`config.mk`:
```
export PLATFORM = sky130hd
export DESIGN_NAME = fp_op_sequencer
export DESIGN_NICKNAME = d
export VERILOG_FILES = /design/src/rtl/fp_seq_pkg.sv /design/src/rtl/fp_op_sequencer_conv.sv /design/src/rtl/fp_op_sequencer.sv
export SDC_FILE = /design/constraint.sdc
export NUM_CORES = 1
export LEC_CHECK = 0
export CAP_MARGIN = 20
export CORE_AREA = 2 2 230 232
export CTS_BUF_LIST = sky130_fd_sc_hd__clkbuf_8
export DETAILED_ROUTE_END_ITERATION = 7
export DIE_AREA = 0 0 232 234
export GPL_TIMING_DRIVEN = 0
export HOLD_SLACK_MARGIN = 0.02
export PLACE_DENSITY_LB_ADDON = 0.1
export SLEW_MARGIN = 20
export SYNTH_ARGS = -nofsm -noshare
export SYNTH_HDL_FRONTEND = slang
export SYNTH_HIERARCHICAL = 1
export SYNTH_SLANG_ARGS = --single-unit
```
`constraint.sdc`:
```
create_clock -name clk -period 5.2 [get_ports clk]
set_clock_uncertainty 0.1 [all_clocks]
set_input_delay 0.52 -clock clk [delete_from_list [all_inputs] [get_ports clk]]
set_output_delay 0.52 -clock clk [all_outputs]
set_load 0.005 [all_outputs]
```
`src/rtl/fp_seq_pkg.sv`:
```
// Shared types and constants for the fp_alu command sequencer.
// Also holds the fixed-to-float helper used by the converter and the B-operand path.
package fp_seq_pkg;

  typedef enum logic [2:0] {
    ST_IDLE,
    ST_CONV,
    ST_ISSUE,
    ST_WAIT,
    ST_RESP
  } state_t;

  localparam int unsigned FRAC_BITS_DEF = 14;

  localparam logic [31:0] FP_POS_SAT = 32'h7FFF_FFFF;
  localparam logic [31:0] FP_NEG_SAT = 32'h8000_0000;

  localparam int unsigned FLAG_OVF = 0;
  localparam int unsigned FLAG_UNF = 1;
  localparam int unsigned FLAG_INV = 2;
  localparam int unsigned FLAG_SAT = 3;
  localparam int unsigned FLAG_TMO = 4;

  // Operation codes, matching the fp_alu opcode set
  localparam logic [3:0] OP_ADD = 4'd0;
  localparam logic [3:0] OP_SUB = 4'd1;
  localparam logic [3:0] OP_MUL = 4'd2;
  localparam logic [3:0] OP_DIV = 4'd3;

  // Truncating Qm.frac -> single conversion; 0x80000000 has magnitude 2^31.
  function automatic logic [31:0] fixed_to_float(input logic [31:0] x,
                                                 input int unsigned frac);
    logic [31:0] mag;
    logic [31:0] norm;
    logic [4:0]  p;
    logic [7:0]  e;
    mag = x[31] ? (~x + 32'd1) : x;
    p   = '0;
    for (int unsigned i = 0; i < 32; i++) begin
      if (mag[i]) p = 5'(i);
    end
    norm = mag << (5'd31 - p);
    e    = 8'(32'd127 + 32'(p) - frac);
    return (x == '0) ? '0 : {x[31], e, norm[30:8]};
  endfunction

endpackage

```
`src/rtl/fp_op_sequencer_conv.sv`:
```
// Combinational fixed<->float converter: fixed_in -> to_float, float_in -> to_fixed/sat.
// Float-to-fixed truncates toward zero and saturates on Inf/NaN or out-of-range exponents.
module fp_fixed_conv
  import fp_seq_pkg::*;
#(
  parameter int unsigned FRAC_BITS = FRAC_BITS_DEF
) (
  input  logic [31:0] fixed_in,
  input  logic [31:0] float_in,
  output logic [31:0] to_float,
  output logic [31:0] to_fixed,
  output logic        sat
);

  logic [31:0] sig;
  logic [31:0] mag;
  int          ex;
  int          sh;
  int unsigned amt;

  always_comb begin
    to_float = fixed_to_float(fixed_in, FRAC_BITS);
    to_fixed = '0;
    sat      = 1'b0;
    mag      = '0;
    amt      = 0;
    sig      = {8'd0, 1'b1, float_in[22:0]};
    ex       = int'(float_in[30:23]) - 127;
    sh       = ex - 23 + int'(FRAC_BITS);
    if (float_in[30:23] != 8'h00) begin
      if (float_in[30:23] == 8'hFF || ex >= 17) begin
        sat      = 1'b1;
        to_fixed = float_in[31] ? FP_NEG_SAT : FP_POS_SAT;
      end else begin
        if (sh >= 0) begin
          amt = unsigned'(sh);
          mag = sig << amt;
        end else if (sh > -32) begin
          amt = unsigned'(-sh);
          mag = sig >> amt;
        end
        to_fixed = float_in[31] ? (~mag + 32'd1) : mag;
      end
    end
  end

endmodule

```
`src/rtl/fp_op_sequencer.sv`:
```
// Command sequencer in front of fp_alu: accepts a request, optionally converts Q17.14
// operands to float, issues a start pulse, waits for done (or times out) and returns a response.
module fp_op_sequencer
  import fp_seq_pkg::*;
#(
  parameter int unsigned FRAC_BITS      = FRAC_BITS_DEF,
  parameter int unsigned TIMEOUT_CYCLES = 64
) (
  input  logic        clk,
  input  logic        reset_n,
  input  logic        req_valid,
  output logic        req_ready,
  input  logic [31:0] req_a,
  input  logic [31:0] req_b,
  input  logic [3:0]  req_op,
  input  logic        req_fixed,
  output logic [31:0] alu_operand_a,
  output logic [31:0] alu_operand_b,
  output logic [3:0]  alu_operation,
  output logic        alu_start,
  input  logic [31:0] alu_result,
  input  logic        alu_done,
  input  logic        alu_overflow,
  input  logic        alu_underflow,
  input  logic        alu_invalid,
  output logic        rsp_valid,
  input  logic        rsp_ready,
  output logic [31:0] rsp_result,
  output logic [4:0]  rsp_flags,
  output logic        busy
);

  localparam int unsigned CW = $clog2(TIMEOUT_CYCLES + 1);

  state_t        state;
  logic [31:0]   a_lat;
  logic [31:0]   b_lat;
  logic [3:0]    op_lat;
  logic          fixed_lat;
  logic [CW-1:0] cnt;

  logic [31:0]   a_flt;
  logic [31:0]   res_fix;
  logic          res_sat;
  logic [4:0]    done_flags;

  // One converter: A operand toward the ALU, ALU result back to fixed point
  fp_fixed_conv #(.FRAC_BITS(FRAC_BITS)) u_conv (
    .fixed_in (a_lat),
    .float_in (alu_result),
    .to_float (a_flt),
    .to_fixed (res_fix),
    .sat      (res_sat)
  );

  always_comb begin
    done_flags           = '0;
    done_flags[FLAG_OVF] = alu_overflow;
    done_flags[FLAG_UNF] = alu_underflow;
    done_flags[FLAG_INV] = alu_invalid;
    done_flags[FLAG_SAT] = fixed_lat & res_sat;
  end

  always_ff @(posedge clk or negedge reset_n) begin
    if (!reset_n) begin
      state         <= ST_IDLE;
      req_ready     <= 1'b1;
      busy          <= 1'b0;
      a_lat         <= '0;
      b_lat         <= '0;
      op_lat        <= '0;
      fixed_lat     <= 1'b0;
      cnt           <= '0;
      alu_operand_a <= '0;
      alu_operand_b <= '0;
      alu_operation <= '0;
      alu_start     <= 1'b0;
      rsp_valid     <= 1'b0;
      rsp_result    <= '0;
      rsp_flags     <= '0;
    end else begin
      case (state)
        ST_IDLE: begin
          if (req_valid) begin
            a_lat     <= req_a;
            b_lat     <= req_b;
            op_lat    <= req_op;
            fixed_lat <= req_fixed;
            req_ready <= 1'b0;
            busy      <= 1'b1;
            state     <= ST_CONV;
          end
        end
        ST_CONV: begin
          alu_operand_a <= fixed_lat ? a_flt : a_lat;
          alu_operand_b <= fixed_lat ? fixed_to_float(b_lat, FRAC_BITS) : b_lat;
          alu_operation <= op_lat;
          alu_start     <= 1'b1;
          state         <= ST_ISSUE;
        end
        ST_ISSUE: begin
          alu_start <= 1'b0;
          cnt       <= '0;
          state     <= ST_WAIT;
        end
        ST_WAIT: begin
          cnt <= cnt + 1'b1;
          // done takes priority over a timeout in the same cycle
          if (alu_done) begin
            rsp_result <= fixed_lat ? res_fix : alu_result;
            rsp_flags  <= done_flags;
            rsp_valid  <= 1'b1;
            state      <= ST_RESP;
          end else if (cnt == CW'(TIMEOUT_CYCLES - 1)) begin
            rsp_result          <= '0;
            rsp_flags           <= '0;
            rsp_flags[FLAG_TMO] <= 1'b1;
            rsp_valid           <= 1'b1;
            state               <= ST_RESP;
          end
        end
        ST_RESP: begin
          if (rsp_ready) begin
            rsp_valid     <= 1'b0;
            req_ready     <= 1'b1;
            busy          <= 1'b0;
            alu_operation <= '0;
            state         <= ST_IDLE;
          end
        end
        default: begin
          state <= ST_IDLE;
        end
      endcase
    end
  end

endmodule

```
==> run_results.csv <==
group,metric,value,unit
timing,hold_viol_final,0,
logic_synthesis,syn-cell-area,0.02054,mm^2
power_and_ir_drop,vdd_drop_max,0.4550,mV
logic_synthesis,synth-xor-area-share,3.642,%
timing,max_freq,0.1834,GHz
place,gp_congestion,1.029,
flow_run,drv_cap,0,
critical_path,r2r_slack,110,ps
clock_tree,clk_latency,580,ps
critical_path,r2r_end,"alu_operand_b[19]",
detailed_routing,vias_per_cell,6.410,
critical_path,reg2reg_from,"b_lat[0]",
floorplanning,core_area,0.05202,mm^2
floorplanning,dieWidth,232,um
run_status,violations,"negative setup slack",
layout,final_common_cell,"nand2_1",
power_and_ir_drop,totalPowerFinal,19.33,mW
critical_path,path_buf_inv,6,
detailed_routing,drtAntennaViolNets,0,
logic_synthesis,synth_cell_type_count,117,
logic_synthesis,synth_seq_area_share,22.90,%
detailed_routing,routed_wl,96360,um
timing,period_needed,5452,ps
floorplanning,io_pins,218,
worst_hold_path,min_path_type,"in -> reg",
layout,syn2layout_area_growth,27.48,%
timing,worstMarginPinSlew,1118,ps
logic_synthesis,avgSynthCellArea,7.878,um^2
logic_synthesis,synth_compound_area_share,24.98,%
timing,worst_slack,-252.1,ps
critical_path,max_stage_delay,400,ps
run_status,status,"finished with violations",
critical_path,crit_path_end,"rsp_result[19]",
timing,slew_headroom,24.94,%
critical_path,cp_max_fo,6,
grt,grt_pass1_wl,142500,um
grt,grt.total_usage,34.47,%
logic_synthesis,yosys-top-cells-area,"dfrtp_1 23%, mux2i_1 12%, nand2_1 5.5%, o21ai_0 5.1%, mux2_2 4.9%",
critical_path,critPathLaunch,"alu_result[23]",
floorplanning,start_util,39.49,%
layout,final_cell_mix,"297 x nand2_1, 234 x mux2i_1, 210 x nor2_1",
logic_synthesis,synth-simple-area-share,23.36,%
detailed_routing,vias,23370,
floorplanning,dieArea,0.05429,mm^2
place,place_hpwl,74830,um
clock_tree,cts_tree,"yes",
grt,grt_max_degree,81,
clock_tree,cts.clk_slew.worst_paths,120,ps
logic_synthesis,yosysWarnings,6,
floorplanning,row_count,84,
place,portBuffers,217,
critical_path,end_kind,"flip-flop",
timing,drv_slew,0,
logic_synthesis,async_flop_share,100.0,%
layout,final_layout_size_suffix_gt1_share,19.49,%
layout,fin_nets,3067,
power_and_ir_drop,p_leak,10.31,nW
logic_synthesis,synthMuxAreaShare,18.73,%
detailed_routing,wl_per_cell,26.43,um
timing,rsz0062_at_grt,"true",
grt,gr-total-overflow,0,
timing,finalSetupViolCount,21,
logic_synthesis,synthAdderAreaFrac,0.9135,%
logic_synthesis,synthCells,2608,
place,dp_slack,-3087,ps
critical_path,cp_data_required_time,5600,ps
logic_synthesis,synth_top_family_by_area,"compound AO/OA/AOI/OAI gates",
detailed_routing,drc,0,
logic_synthesis,synth_top_area_share,22.78,%
logic_synthesis,synth_flop_cell,"dfrtp_1",
grt,grt_pass1_vias,22270,
power_and_ir_drop,p_per_area,738.0,mW/mm^2
clock_tree,root_buffer,"clkbuf_8",
timing,finalCritPeriodShare,104.8,%
critical_path,worst-setup-path-type,"in -> reg",
layout,final_util,50.34,%
critical_path,cp.depth,28,
worst_hold_path,holdPathStages,3,
logic_synthesis,yosys.area.top_type,"dfrtp_1",
critical_path,startpoint_type,"primary input",
place,dpl-instance-area,0.02387,mm^2
logic_synthesis,synth_edf_count,0,
clock_tree,cts_buffers,17,
critical_path,cpMaxStageDelayCell,"a211oi_4",
clock_tree,clock_path_buffers,2,
clock_tree,h-tree-depth,4,
detailed_routing,drtPass1Iterations,6,
logic_synthesis,synth-seq-cells,188,
grt,antenna_found_initial,1,
critical_path,critPathTopFamily,"compound AO/OA/AOI/OAI gates",
floorplanning,fp.dieH,234,um
timing,fin_hold_ws,197.0,ps
layout,n_fill_cell,5060,
logic_synthesis,syn-num-nets,2732,
critical_path,reg2reg_depth,17,
critical_path,crit_arrival,5850,ps
clock_tree,cts.sinks,188,
detailed_routing,drt_iter0_drc,2401,
layout,fin_area,0.02619,mm^2
-- cell type report --
cell class                      instances  area (um^2)  share of cell area [%]
Tap cell                              688        860.8                   3.287
Multi-Input combinational cell       2165        15840                   60.47
Buffer                                208         1072                   4.094
Clock inverter                         15        216.5                  0.8264
Clock buffer                           17        234.0                  0.8933
Timing Repair Buffer                  321         3079                   11.76
Antenna cell                            1        2.502                0.009554
Sequential cell                       188         4712                   17.99
Inverter                               42        175.2                  0.6688
-- synthesized netlist by cell type (9+ instances only) --
cell,instances
nand2_1,303
mux2i_1,242
nor2_1,226
o21ai_0,211
dfrtp_1,187
clkbuf_1,131
a21oi_1,127
mux2_2,90
nor3_1,82
nand3_1,75
xnor2_1,39
xor2_1,39
buf_2,38
inv_1,38
a31oi_1,37
a211oi_1,34
o31ai_1,33
and3_1,30
o211ai_1,30
o21a_1,26
nand4_1,23
nor4_1,23
nand2b_1,22
or3_1,22
nor2b_1,21
buf_1,20
o22ai_1,18
or2_2,18
a21o_1,17
and2_1,17
mux4_2,17
a221oi_1,15
ha_1,15
or4_1,15
buf_4,13
o21ai_1,13
nand3b_1,11
a32oi_1,10
o221ai_1,10
buf_6,9
o2111ai_1,9
o31a_1,9
o32ai_1,9
-- per-layer routing --
layer	part of all wire, %	vias to the layer above	GRT usage, %	routed length [um]
met5	0	-	0	0
met4	4.4	0	14.14	4244
met3	6.6	223	4.548	6381
met2	46	1162	55.78	44070
met1	43	11550	46.41	41660
li1	-	10430	-	-
-- flip-flops by register name, summed over array words and instances, names as in the netlist --
name,count
alu_operand_b,32
fixed_lat,1
rsp_result,32
a_lat,32
alu_start,1
op_lat,4
state,3
busy,1
alu_operand_a,32
rsp_flags,5
req_ready,1
alu_operation,4
b_lat,32
cnt,7
rsp_valid,1
-- tightest hold or removal path, cell delays in order --
cell     delay [ps]
buf_8           100
mux2i_1          70
o21ai_1         130
-- power breakdown --
part	total, mW	leakage [nW]	internal [mW]	switching, mW
clock	1.13	0.223	0.423	0.707
combinational	15.3	7.80	5.88	9.40
sequential	2.92	2.29	2.15	0.763
total	19.3	10.3	8.46	10.9
-- how the worst min path moves through the flow --
stage / start / end / slack (ps)
2_1_floorplan: reset_n / a_lat[0] / 120
3_3_place_gp: rsp_result[3] / rsp_result[3] / 360
3_5_place_dp: reset_n / b_lat[20] / 310
4_1_cts: alu_result[27] / rsp_result[27] / 150
5_1_grt: alu_result[24] / rsp_result[24] / 170
6_report: alu_result[24] / rsp_result[24] / 200
-- repair_timing --
item,4_1_cts,5_1_grt
hold endpoints to repair,32,0
gates resized for setup,173,148
setup buffers,68,34
hold buffers,1,0
pin swaps,53,62
endpoints found under the setup margin,86,81
gates cloned,0,0
-- metrics by stage --
stage          TNS [ps]  instances
6_report          -2599       3645
2_1_floorplan     -3768       2608
3_3_place_gp    -950150       3513
3_5_place_dp     -87450       3515
5_1_grt           -6862       3645
4_1_cts          -392.1       3613
-- kinds of logic (layout without fill, tap and decap cells) --
logic type,count (synthesis),count (layout)
and+or+nand+nor,962,962
AOI/OAI and AO/OA,755,755
muxes,351,351
buffers and inverters,255,603
DFF,188,188
xor gates and xnor gates,82,82
adders and majority gates,15,15
other,0,1
(Power assumes the default switching activity.)
